==> config.mk <==
export PLATFORM = sky130hd
export DESIGN_NAME = handle_rx_flat
export DESIGN_NICKNAME = d
export VERILOG_FILES = /design/src/rtl/handle_rx_if.sv /design/src/rtl/handle_rx.sv /design/src/flat_wrapper.sv
export SDC_FILE = /design/constraint.sdc
export NUM_CORES = 1
export LEC_CHECK = 0
export BUFFER_PORTS_ARGS = -buffer_cell sky130_fd_sc_hd__buf_2
export CORE_ASPECT_RATIO = 0.9
export CORE_UTILIZATION = 40
export CTS_CLUSTER_DIAMETER = 100
export CTS_CLUSTER_SIZE = 14
export DETAILED_ROUTE_END_ITERATION = 16
export MAX_ROUTING_LAYER = met4
export PLACE_DENSITY_LB_ADDON = 0.12
export SLEW_MARGIN = 10
export SYNTH_ARGS = -nofsm -noshare
export SYNTH_HDL_FRONTEND = slang
export SYNTH_SLANG_ARGS = --single-unit
==> constraint.sdc <==
create_clock -name clk -period 2.1 [get_ports clk]
set_clock_uncertainty 0.15 [all_clocks]
set_input_delay 0.315 -clock clk [delete_from_list [all_inputs] [get_ports clk]]
set_output_delay 0.315 -clock clk [all_outputs]
set_load 0.02 [all_outputs]
==> src/rtl/handle_rx_if.sv <==
// Bit-stream and result signals between the command decoder and the handle
// receiver. The decoder side uses master; the receiver uses slave.
interface handle_rx_if;
    logic        start;
    logic        bitin;
    logic        bitinvalid;
    logic [15:0] handle;
    logic [15:0] rxhandle;
    logic [4:0]  bitcount;
    logic        busy;
    logic        done;
    logic        match;
    logic        timeout;

    modport master (
        output start, bitin, bitinvalid, handle,
        input  rxhandle, bitcount, busy, done, match, timeout
    );

    modport slave (
        input  start, bitin, bitinvalid, handle,
        output rxhandle, bitcount, busy, done, match, timeout
    );
endinterface

==> src/rtl/handle_rx.sv <==
// Serial MSB-first receiver for the 16-bit handle/RN16 with a registered match flag.
// Define HANDLE_RX_TIMEOUT_EN to build the idle-gap abort counter (TIMEOUT_CYCLES).
module handle_rx #(
    parameter int unsigned TIMEOUT_CYCLES = 255
) (
    input  logic     clk,
    input  logic     reset,
    handle_rx_if.slave rx
);

    typedef enum logic [1:0] {
        IDLE  = 2'b00,
        SHIFT = 2'b01,
        DONE  = 2'b10
    } state_e;

    state_e      state_q, state_d;
    logic [15:0] rxhandle_q, rxhandle_d;
    logic [4:0]  bitcount_q, bitcount_d;
    logic        match_q, match_d;
    logic [15:0] shifted;

    assign shifted = {rxhandle_q[14:0], rx.bitin};

`ifdef HANDLE_RX_TIMEOUT_EN
    localparam logic [7:0] TO_LIM = 8'(TIMEOUT_CYCLES);

    logic [7:0] idle_q, idle_d;
    logic       timeout_q, timeout_d;
`else
    // The limit only matters when the idle counter is built.
    logic unused_timeout_param;
    assign unused_timeout_param = ^TIMEOUT_CYCLES[7:0];
`endif

    always_ff @(posedge clk or posedge reset) begin
        if (reset) begin
            state_q    <= IDLE;
            rxhandle_q <= 16'h0000;
            bitcount_q <= 5'd0;
            match_q    <= 1'b0;
`ifdef HANDLE_RX_TIMEOUT_EN
            idle_q     <= 8'd0;
            timeout_q  <= 1'b0;
`endif
        end else begin
            state_q    <= state_d;
            rxhandle_q <= rxhandle_d;
            bitcount_q <= bitcount_d;
            match_q    <= match_d;
`ifdef HANDLE_RX_TIMEOUT_EN
            idle_q     <= idle_d;
            timeout_q  <= timeout_d;
`endif
        end
    end

    always_comb begin
        state_d    = state_q;
        rxhandle_d = rxhandle_q;
        bitcount_d = bitcount_q;
        match_d    = match_q;
`ifdef HANDLE_RX_TIMEOUT_EN
        idle_d     = idle_q;
        timeout_d  = timeout_q;
`endif

        // start wins over everything, including a coincident strobe.
        if (rx.start) begin
            state_d    = SHIFT;
            rxhandle_d = 16'h0000;
            bitcount_d = 5'd0;
            match_d    = 1'b0;
`ifdef HANDLE_RX_TIMEOUT_EN
            idle_d     = 8'd0;
            timeout_d  = 1'b0;
`endif
        end else begin
            case (state_q)
                IDLE: ;
                SHIFT: begin
                    if (rx.bitinvalid) begin
                        rxhandle_d = shifted;
                        bitcount_d = bitcount_q + 5'd1;
`ifdef HANDLE_RX_TIMEOUT_EN
                        idle_d     = 8'd0;
`endif
                        if (bitcount_q == 5'd15) begin
                            state_d = DONE;
                            match_d = (shifted == rx.handle);
                        end
                    end
`ifdef HANDLE_RX_TIMEOUT_EN
                    // Partial rxhandle/bitcount are kept for debug after an abort.
                    else if (idle_q == TO_LIM) begin
                        state_d   = IDLE;
                        timeout_d = 1'b1;
                    end else begin
                        idle_d = idle_q + 8'd1;
                    end
`endif
                end
                DONE: ;
                default: state_d = IDLE;
            endcase
        end
    end

    assign rx.rxhandle = rxhandle_q;
    assign rx.bitcount = bitcount_q;
    assign rx.busy     = (state_q == SHIFT);
    assign rx.done     = (state_q == DONE);
    assign rx.match    = match_q;
`ifdef HANDLE_RX_TIMEOUT_EN
    assign rx.timeout  = timeout_q;
`else
    assign rx.timeout  = 1'b0;
`endif

endmodule

==> src/flat_wrapper.sv <==
// flat-port wrapper written by rule: the top's interface ports become plain ports
module handle_rx_flat 
#(
    parameter int unsigned TIMEOUT_CYCLES = 255
)
  (clk, reset, rx_start, rx_bitin, rx_bitinvalid, rx_handle, rx_rxhandle, rx_bitcount, rx_busy, rx_done, rx_match, rx_timeout);
  handle_rx_if rx_i ();
  input  logic clk;
  input  logic reset;
  input wire logic [$bits(rx_i.start)-1:0] rx_start;
  input wire logic [$bits(rx_i.bitin)-1:0] rx_bitin;
  input wire logic [$bits(rx_i.bitinvalid)-1:0] rx_bitinvalid;
  input wire logic [$bits(rx_i.handle)-1:0] rx_handle;
  output wire logic [$bits(rx_i.rxhandle)-1:0] rx_rxhandle;
  output wire logic [$bits(rx_i.bitcount)-1:0] rx_bitcount;
  output wire logic [$bits(rx_i.busy)-1:0] rx_busy;
  output wire logic [$bits(rx_i.done)-1:0] rx_done;
  output wire logic [$bits(rx_i.match)-1:0] rx_match;
  output wire logic [$bits(rx_i.timeout)-1:0] rx_timeout;
  assign rx_i.start = rx_start;
  assign rx_i.bitin = rx_bitin;
  assign rx_i.bitinvalid = rx_bitinvalid;
  assign rx_i.handle = rx_handle;
  assign rx_rxhandle = rx_i.rxhandle;
  assign rx_bitcount = rx_i.bitcount;
  assign rx_busy = rx_i.busy;
  assign rx_done = rx_i.done;
  assign rx_match = rx_i.match;
  assign rx_timeout = rx_i.timeout;
  handle_rx #(.TIMEOUT_CYCLES(TIMEOUT_CYCLES)) u_core (.clk(clk), .reset(reset), .rx(rx_i));
endmodule
Yosys cells after proc, flatten, opt, wreduce, memory -nomap -nowiden. Cells that the tools add are included.

Reduce and logical (&&, ||, !) cells: 8. Eq/ne operators: 7. Add/sub/neg operators: 1. Multiplexer cells: 14.

Operators with widths (count): 16-bit two-way mux (3); 16-bit equality test (1); 5-bit two-way mux (3); 2-bit two-way mux (3); 3-bit AND reduction (2); 2-bit nonzero test (3); 5-bit by 1-bit adder with 5-bit output (second input constant) (1); 5-bit by 4-bit equality test with 1-bit output (second input constant) (1); 1-bit two-way mux (4); 2-bit case mux with 2 select lines (1); 3-bit by 2-bit != test with 1-bit output (second input constant) (1); 3-bit != test (second input constant) (1); 2-bit by 1-bit equality test with 1-bit output (second input constant) (1); 2-bit equality test (second input constant) (1); 2-bit logical NOT (1); 2-bit by 1-bit != test with 1-bit output (second input constant) (1); 2-bit AND reduction (1); 2-bit OR reduction (1).

Bits in registers: 24. Input port bits: 21.

Longest topological paths before layout. Gate-level depths: netlist of run 1.

Depth in word-level cells: 5. Gate-level depth with buffers: 7. Gate-level depth less buffers: 7.

Least setup slack after synthesis of run 1. OpenSTA, ideal clock, no wires.

Path kind: register -> register. Start: register u_core.bitcount_q[0] (netlist: u_core.rx.bitcount[0]). End: register u_core.match_q (netlist: u_core.rx.match). Period minus slack after synthesis: 1.792 ns. Cell stages (with the launch flop): 8. Path slack: 0.308 ns. Arrival: 1.565 ns. Path buffers: 0. Cells stage by stage: dfrtp_1 > ha_1 > and3_1 > ha_1 > nand4b_1 > nor4_1 > nand3_1 > o21ai_1.

Cells in the longest elaborated chain, start to end: 3.

Ends and longest elaborated chain: from (decl) (RTL line handle_rx.sv:19) `logic [4:0] bitcount_q, bitcount_d;`; from (signal assigned) (RTL line handle_rx.sv:49) `bitcount_q <= bitcount_d;`; 5-bit by 4-bit equality test with 1-bit output (RTL line handle_rx.sv:88) `if (bitcount_q == 5'd15) begin`; 2-bit nonzero test (no source line); 3-bit AND reduction (no source line); to (signal assigned) (RTL line handle_rx.sv:50) `match_q <= match_d;`; to (decl) (RTL line handle_rx.sv:20) `logic match_q, match_d;`.

No other way between the ends. A chain may end at the register's enable or synchronous reset.

Worst setup path after layout of run 1. Ends and elaborated chain as after synthesis.

==> flow_metrics.py, run 1 <==
metrics = {
    "timing": {
        "final.setup.tns_ns": 0,
        "drv_slew": 0,
        "hold_viol_final": 0,
        "setup_ws_ns": 0.2772,
        "timing.fmax_ghz": 0.5486,
        "rsz0062_at_grt": "false",
        "fin_crit_sh": 0.8680,
        "finalSetupViolCount": 0,
        "whs_ns": 0.09314,
        "period_needed_ns": 1.823,
    },
    "yosys": {
        "synthTopCellsByArea": "dfrtp_1 (50%), nand2_1 (11%), xor2_1 (10%)",
        "ys.flop_type": "dfrtp_1",
        "yosysSeqAreaShare": 0.4990,
        "syn-num-nets": 154,
        "synth_cell_types": 26,
        "synth-seq-cells": 24,
        "yosys_warnings": 0,
        "ys_async_sr_fraction": 1.000,
        "synth_top_area_frac": 0.4990,
        "syn_avg_cell_area_sq_um": 9.188,
        "syn_area_sq_um": 1204,
        "synth_edf_count": 0,
        "syn_inst": 131,
        "yosys.area.top_type": "dfrtp_1",
    },
    "min_path": {
        "hold_class": "primary input to flop",
        "hold_start": "rx_bitin",
    },
    "placed_design": {
        "dp_slack_ns": 0.3186,
        "place.port_buffers": 44,
        "place.gp.congestion": 0.8010,
        "dp_hpwl_mm": 2.065,
    },
    "detailed_routing": {
        "routed-via-count": 1032,
        "drt-wirelength-per-cell_microns": 13.10,
        "wl_met2_mm": 1.304,
        "routed_wl_mm": 2.803,
        "wl_met1_mm": 1.359,
        "highest_layer": "met4",
        "drtIter0Drc": 35,
        "drt-vias-per-instance": 4.822,
        "route.detailed.drc": 0,
        "dr_wl_met3_microns": 125,
        "ant_nets": 0,
        "dr.pass1.iters": 4,
    },
    "critical_path": {
        "start_kind": "flop",
        "cp.required_ns": 2.20,
        "crit_type": "flop to flop",
        "path_max_fanout": 4,
        "end_kind": "flop",
        "r2r-start": "u_core.rx.bitcount[0]$_DFFE_PP0P_",
        "arrival_ns": 1.92,
        "crit_path_start": "u_core.rx.bitcount[0]$_DFFE_PP0P_",
    },
    "global_route": {
        "first_global_vias": 929,
        "grt_max_degree": 26,
        "grt_use_total": 0.1933,
        "grt_overflow": 0,
        "grt_antenna_before_repair": 0,
        "grt_pass1_wl_mm": 4.436,
    },
    "clock_tree": {
        "cts_hold_buf": 1,
        "cts_buffer_depth": 2,
        "root_buffer": "clkbuf_4",
        "clk_pin_slew_ns": 0.13,
        "clk_latency_ns": 0.31,
        "htreeDepth": 1,
        "cts_tree": "yes",
        "clkSinkCount": 24,
        "cts.repair.resized": 0,
        "cts_buffers": 3,
        "cts_setup_buffers": 0,
    },
    "power_and_ir_drop": {
        "vdd_drop_max_mv": 0.3972,
        "power.density_nw_per_um2": 525.6,
        "leakage_uw": 0.0007635,
    },
    "floorplan": {
        "start_util": 0.4310,
        "dieArea_sq_um": 3233,
        "io_pins": 46,
        "die_h_microns": 54.04,
        "dieWidth_microns": 59.82,
        "placementRows": 18,
        "core_sq_um": 2793,
    },
    "final_layout": {
        "num_antenna_cells": 0,
        "final_nets": 199,
        "layout-drive-gt1-share": 0.2989,
        "syn_to_final_growth_pct": 23.39,
        "post-route-util": 0.5318,
    },
    "outcome": {
        "status": "finished, final reports clean",
    },
    "job": {
        "drv_cap": 0,
    },
}
-- Yosys cell counts, types with 2 or more instances --
master / n
inv_1: 3
dfrtp_1: 24
nor2_1: 4
nand2_1: 36
xor2_1: 14
nor4_1: 3
buf_2: 2
nand4_1: 2
clkbuf_1: 3
ha_1: 2
xnor2_1: 5
a21oi_1: 18
buf_4: 2
-- critical path: stages, from the launching register on --
cell and delay, ns:
dfrtp_1 0.42, ha_1 0.18, and3_1 0.16, ha_1 0.17
nand4b_1 0.15, nor4_1 0.30, nand3_1 0.10, o21ai_1 0.12
-- where the power goes --
part	switching, uW	internal (uW)
Combinational	65.6	39.9
Sequential	7.34	469
Clock	132	67.1
Total	205	576
-- stage by stage --
stage | cell area, sq um | power (uW) | cells
after global routing | 1485 | 818.7 | 214
final | 1485 | 780.6 | 214
after detailed placement | 1453 | 591.5 | 210
after CTS | 1485 | 785.8 | 214
after global placement | 1453 | 589.7 | 210
after floorplan | 1204 | 548.3 | 131
-- final cells by class --
type	instances	area [sq um]
tap	40	50.05
multi-input combinational	97	555.5
timing repair buffer	47	245.2
inverter	3	11.26
clock buffer	3	22.52
fill	302	1308
sequential	24	600.6
-- registers in the layout, indices dropped and copies added (netlist names) --
register,flops
u_core.rx.rxhandle,16
u_core.rx.match,1
u_core.rx.bitcount,5
u_core.state_q,2
-- layer usage --
layer / vias to the layer above / GRT usage
met5: - / -
met4: 0 / 0.02326
met3: 2 / 0.04327
met2: 29 / 0.2963
met1: 491 / 0.2691
li1: 510 / -
-- logic make-up after synthesis --
group / after synthesis / share of synthesized area
other: 1 / 0.003116
adder cells (fa/ha/maj): 2 / 0.02079
buffers and inverters: 10 / 0.03950
XOR/XNOR: 19 / 0.1383
flip-flops: 24 / 0.4990
AO/OA/AOI/OAI: 21 / 0.09563
AND/OR/NAND/NOR: 54 / 0.2038
-- cell usage in the layout, fill, tap and decap left out --
| cell type | n |
|---|---|
| nand2_1 | 36 |
| xor2_1 | 14 |
| nand2_2 | 1 |
| buf_2 | 44 |
| nand2b_1 | 1 |
| dfrtp_1 | 24 |
| ha_1 | 2 |
| nor2b_2 | 1 |
| dlygate4sd3_1 | 1 |
| conb_1 | 1 |
| inv_1 | 3 |
| nor2_1 | 4 |
| clkbuf_4 | 3 |
| o21ai_1 | 1 |
| buf_4 | 2 |
| and3_1 | 1 |
| xnor2_1 | 5 |
| nand4b_1 | 1 |
| and3b_1 | 1 |
| a21oi_1 | 18 |
| nand3b_1 | 1 |
| a21o_1 | 1 |
| a211oi_2 | 1 |
| nand3_1 | 1 |
| or3_1 | 1 |
| nand4_1 | 2 |
| nor4_1 | 3 |
-- final timing paths --
| kind | endpoint | slack (ns) | depth (start not counted) |
|---|---|---|---|
| worst min register to register | u_core.rx.rxhandle[15]$_DFFE_PP0P_ | 0.40 | 2 |
| worst min-delay path | u_core.rx.rxhandle[0]$_DFFE_PP0P_ | 0.09 | 3 |
| max in group asynchronous | u_core.rx.rxhandle[1]$_DFFE_PP0P_ | 1.15 | 4 |
| worst max register to register | u_core.rx.match$_DFFE_PP0P_ | 0.28 | 7 |
| min in group asynchronous | u_core.rx.rxhandle[13]$_DFFE_PP0P_ | 0.41 | 4 |
| worst max-delay path | u_core.rx.match$_DFFE_PP0P_ | 0.28 | 7 |
(Power assumes the default switching activity.)
==> run 2, diff against run 1 <==
CORE_MARGIN = 2   (was default)
==> run 2 against run 1 <==
Worst hold slack lost 0.0075 ns. Cell area grew 1.4%. Worst setup slack gained 0.0025 ns. Maximum frequency grew 0.14%. Routed wire length grew 1.7%. Final cell count grew 0.93%. Die area grew 7.2%. Flip-flop and latch count is the same. Non-clock buffer count grew 1. Critical path type unchanged. Highest routed layer unchanged.
==> flow_metrics.py, run 2 (synthesized netlist as in run 1, its figures left out) <==
metrics = {
    "critical_path": {
        "crit_buf_inv": 0,
        "crit_type": "flop to flop",
        "slowest_delay_ns": 0.42,
        "crit_slowest_cell": "dfrtp_1",
        "path_delay_family": "simple AND/OR/NAND/NOR gates",
        "r2r_slack_ns": 0.28,
        "end_kind": "flop",
        "crit_top_cell": "ha_1",
        "start_kind": "flop",
        "rr_worst_depth": 7,
        "cp.required_ns": 2.21,
        "path_max_fanout": 4,
        "path_cells": "ha_1 > and3_1 > ha_1 > nand4b_1 > nor4_1 > nand3_1 > o21ai_1",
        "r2r-start": "u_core.rx.bitcount[0]$_DFFE_PP0P_",
        "arrival_ns": 1.93,
        "r2r_end": "u_core.rx.match$_DFFE_PP0P_",
    },
    "min_path": {
        "hold_class": "primary input to flop",
        "hold_start": "rx_bitin",
        "hold_path_depth": 3,
        "holdPathEnd": "u_core.rx.rxhandle[0]$_DFFE_PP0P_",
    },
    "final_layout": {
        "final_nets": 200,
        "largest_reg_flops": 16,
        "seqCellArea_sq_um": 600.6,
        "syn_to_final_growth_pct": 25.16,
        "layout-drive-gt1-share": 0.3068,
        "num_antenna_cells": 0,
        "post-route-util": 0.5351,
        "final_cell_mix": "buf_2 (44), nand2_1 (36), dfrtp_1 (24)",
        "final_common_cell": "buf_2",
        "final_area_sq_um": 1506,
        "nFillCells": 275,
        "multiInputGateArea_sq_um": 555.5,
    },
    "global_route": {
        "grt_overflow": 0,
        "busiest_layer": "met2",
        "grt_pass1_wl_mm": 4.526,
        "gr-usage-met2": 0.2586,
        "use_met3": 0.04186,
        "grt_max_degree": 26,
        "first_global_vias": 971,
        "grt_use_total": 0.1789,
        "use_met1": 0.2554,
        "grt_antenna_before_repair": 0,
    },
    "timing": {
        "period_needed_ns": 1.820,
        "hold_viol_final": 0,
        "timing.fmax_ghz": 0.5494,
        "fin_crit_sh": 0.8668,
        "final.setup.tns_ns": 0,
        "finalSetupViolCount": 0,
        "setup_ws_ns": 0.2797,
        "rsz0062_at_grt": "false",
        "drv_slew": 0,
    },
    "detailed_routing": {
        "drtIter0Drc": 75,
        "drt-vias-per-instance": 4.722,
        "drt-wirelength-per-cell_microns": 13.20,
        "route.detailed.drc": 0,
        "dr.pass1.iters": 4,
        "routed-via-count": 1020,
        "routed_wl_mm": 2.851,
        "ant_nets": 0,
    },
    "clock_tree": {
        "cts_setup_buffers": 0,
        "cts_buffers": 3,
        "root_buffer": "clkbuf_4",
        "cts_tree": "yes",
        "clk_latency_ns": 0.32,
        "clkSinkCount": 24,
        "cts_buffer_depth": 2,
        "htreeDepth": 1,
        "clk_pin_slew_ns": 0.13,
    },
    "floorplan": {
        "dieWidth_microns": 61.82,
        "placementRows": 18,
        "io_pins": 46,
        "start_util": 0.4276,
        "die_h_microns": 56.04,
        "dieArea_sq_um": 3464,
        "core_sq_um": 2815,
    },
    "power_and_ir_drop": {
        "leakage_uw": 0.0007755,
        "vdd_drop_max_mv": 0.4136,
        "power.density_nw_per_um2": 551.4,
    },
    "placed_design": {
        "dp_hpwl_mm": 2.113,
        "place.port_buffers": 44,
        "dp_slack_ns": 0.2931,
        "place.gp.congestion": 0.7916,
        "dpl_cell_area_sq_um": 1460,
    },
    "job": {
        "drv_cap": 0,
    },
    "outcome": {
        "status": "finished, final reports clean",
    },
}
run 2: cell types whose count changed in the layout (fill, tap and decap cells not counted):
cell,delta
buf_4,+1
clkbuf_8,+1
run 2: area by class of cell:
class                      count  share of cell area
sequential                    24              0.3987
inverter                       3            0.007475
multi-input combinational     97              0.3688
tap                           40             0.03322
clock buffer                   4             0.02409
timing repair buffer          48              0.1678
run 2: report_power, final:
group | leakage (uW) | switching, uW | internal [uW]
sequential | 0.000327 | 7.97 | 469
clock | 0.0000210 | 141 | 106
combinational | 0.000427 | 65.9 | 41.0
total | 0.000776 | 214 | 616
run 2: worst max-delay path by stage:
stage                                      start                           to  slack [ns]  depth (start not counted)
2_1_floorplan  u_core.rx.bitcount[0]$_DFFE_PP0P_  u_core.rx.match$_DFFE_PP0P_        0.31                          7
3_3_place_gp   u_core.rx.bitcount[0]$_DFFE_PP0P_  u_core.rx.match$_DFFE_PP0P_        0.37                          7
3_5_place_dp   u_core.rx.bitcount[0]$_DFFE_PP0P_  u_core.rx.match$_DFFE_PP0P_        0.29                          7
4_1_cts        u_core.rx.bitcount[0]$_DFFE_PP0P_  u_core.rx.match$_DFFE_PP0P_        0.27                          7
5_1_grt        u_core.rx.bitcount[0]$_DFFE_PP0P_  u_core.rx.match$_DFFE_PP0P_        0.12                          7
6_report       u_core.rx.bitcount[0]$_DFFE_PP0P_  u_core.rx.match$_DFFE_PP0P_        0.28                          7
run 2: through the flow:
step | total power, uW | instances | hold slack, ns
6_report | 830.7 | 216 | 0.08563
5_1_grt | 868.7 | 216 | 0.09265
4_1_cts | 838.4 | 216 | 0.07666
3_5_place_dp | 592.2 | 211 | 0.2278
3_3_place_gp | 592.0 | 211 | 0.2255
2_1_floorplan | 548.3 | 131 | 0.1796
run 2: repair_timing:
action	in CTS	in global routing
hold buffers	1	0
resized for setup	0	0
hold endpoints to repair	24	0
run 2: routing by layer:
| layer | routed length, microns | part of all wire | vias to the layer above |
|---|---|---|---|
| met3 | 147 | 0.052 | 2 |
| met4 | 21 | 0.0074 | 0 |
| li1 | - | - | 514 |
| met5 | 0 | 0 | - |
| met1 | 1372 | 0.48 | 472 |
| met2 | 1310 | 0.46 | 32 |
run 2: worst register-to-register path, delay by kind of cell (launching register included):
kind,cells,cell delay [ns]
AOI/OAI and AO/OA,1,0.12
DFF,1,0.42
adders and majority gates,2,0.34
and+or+nand+nor,4,0.73
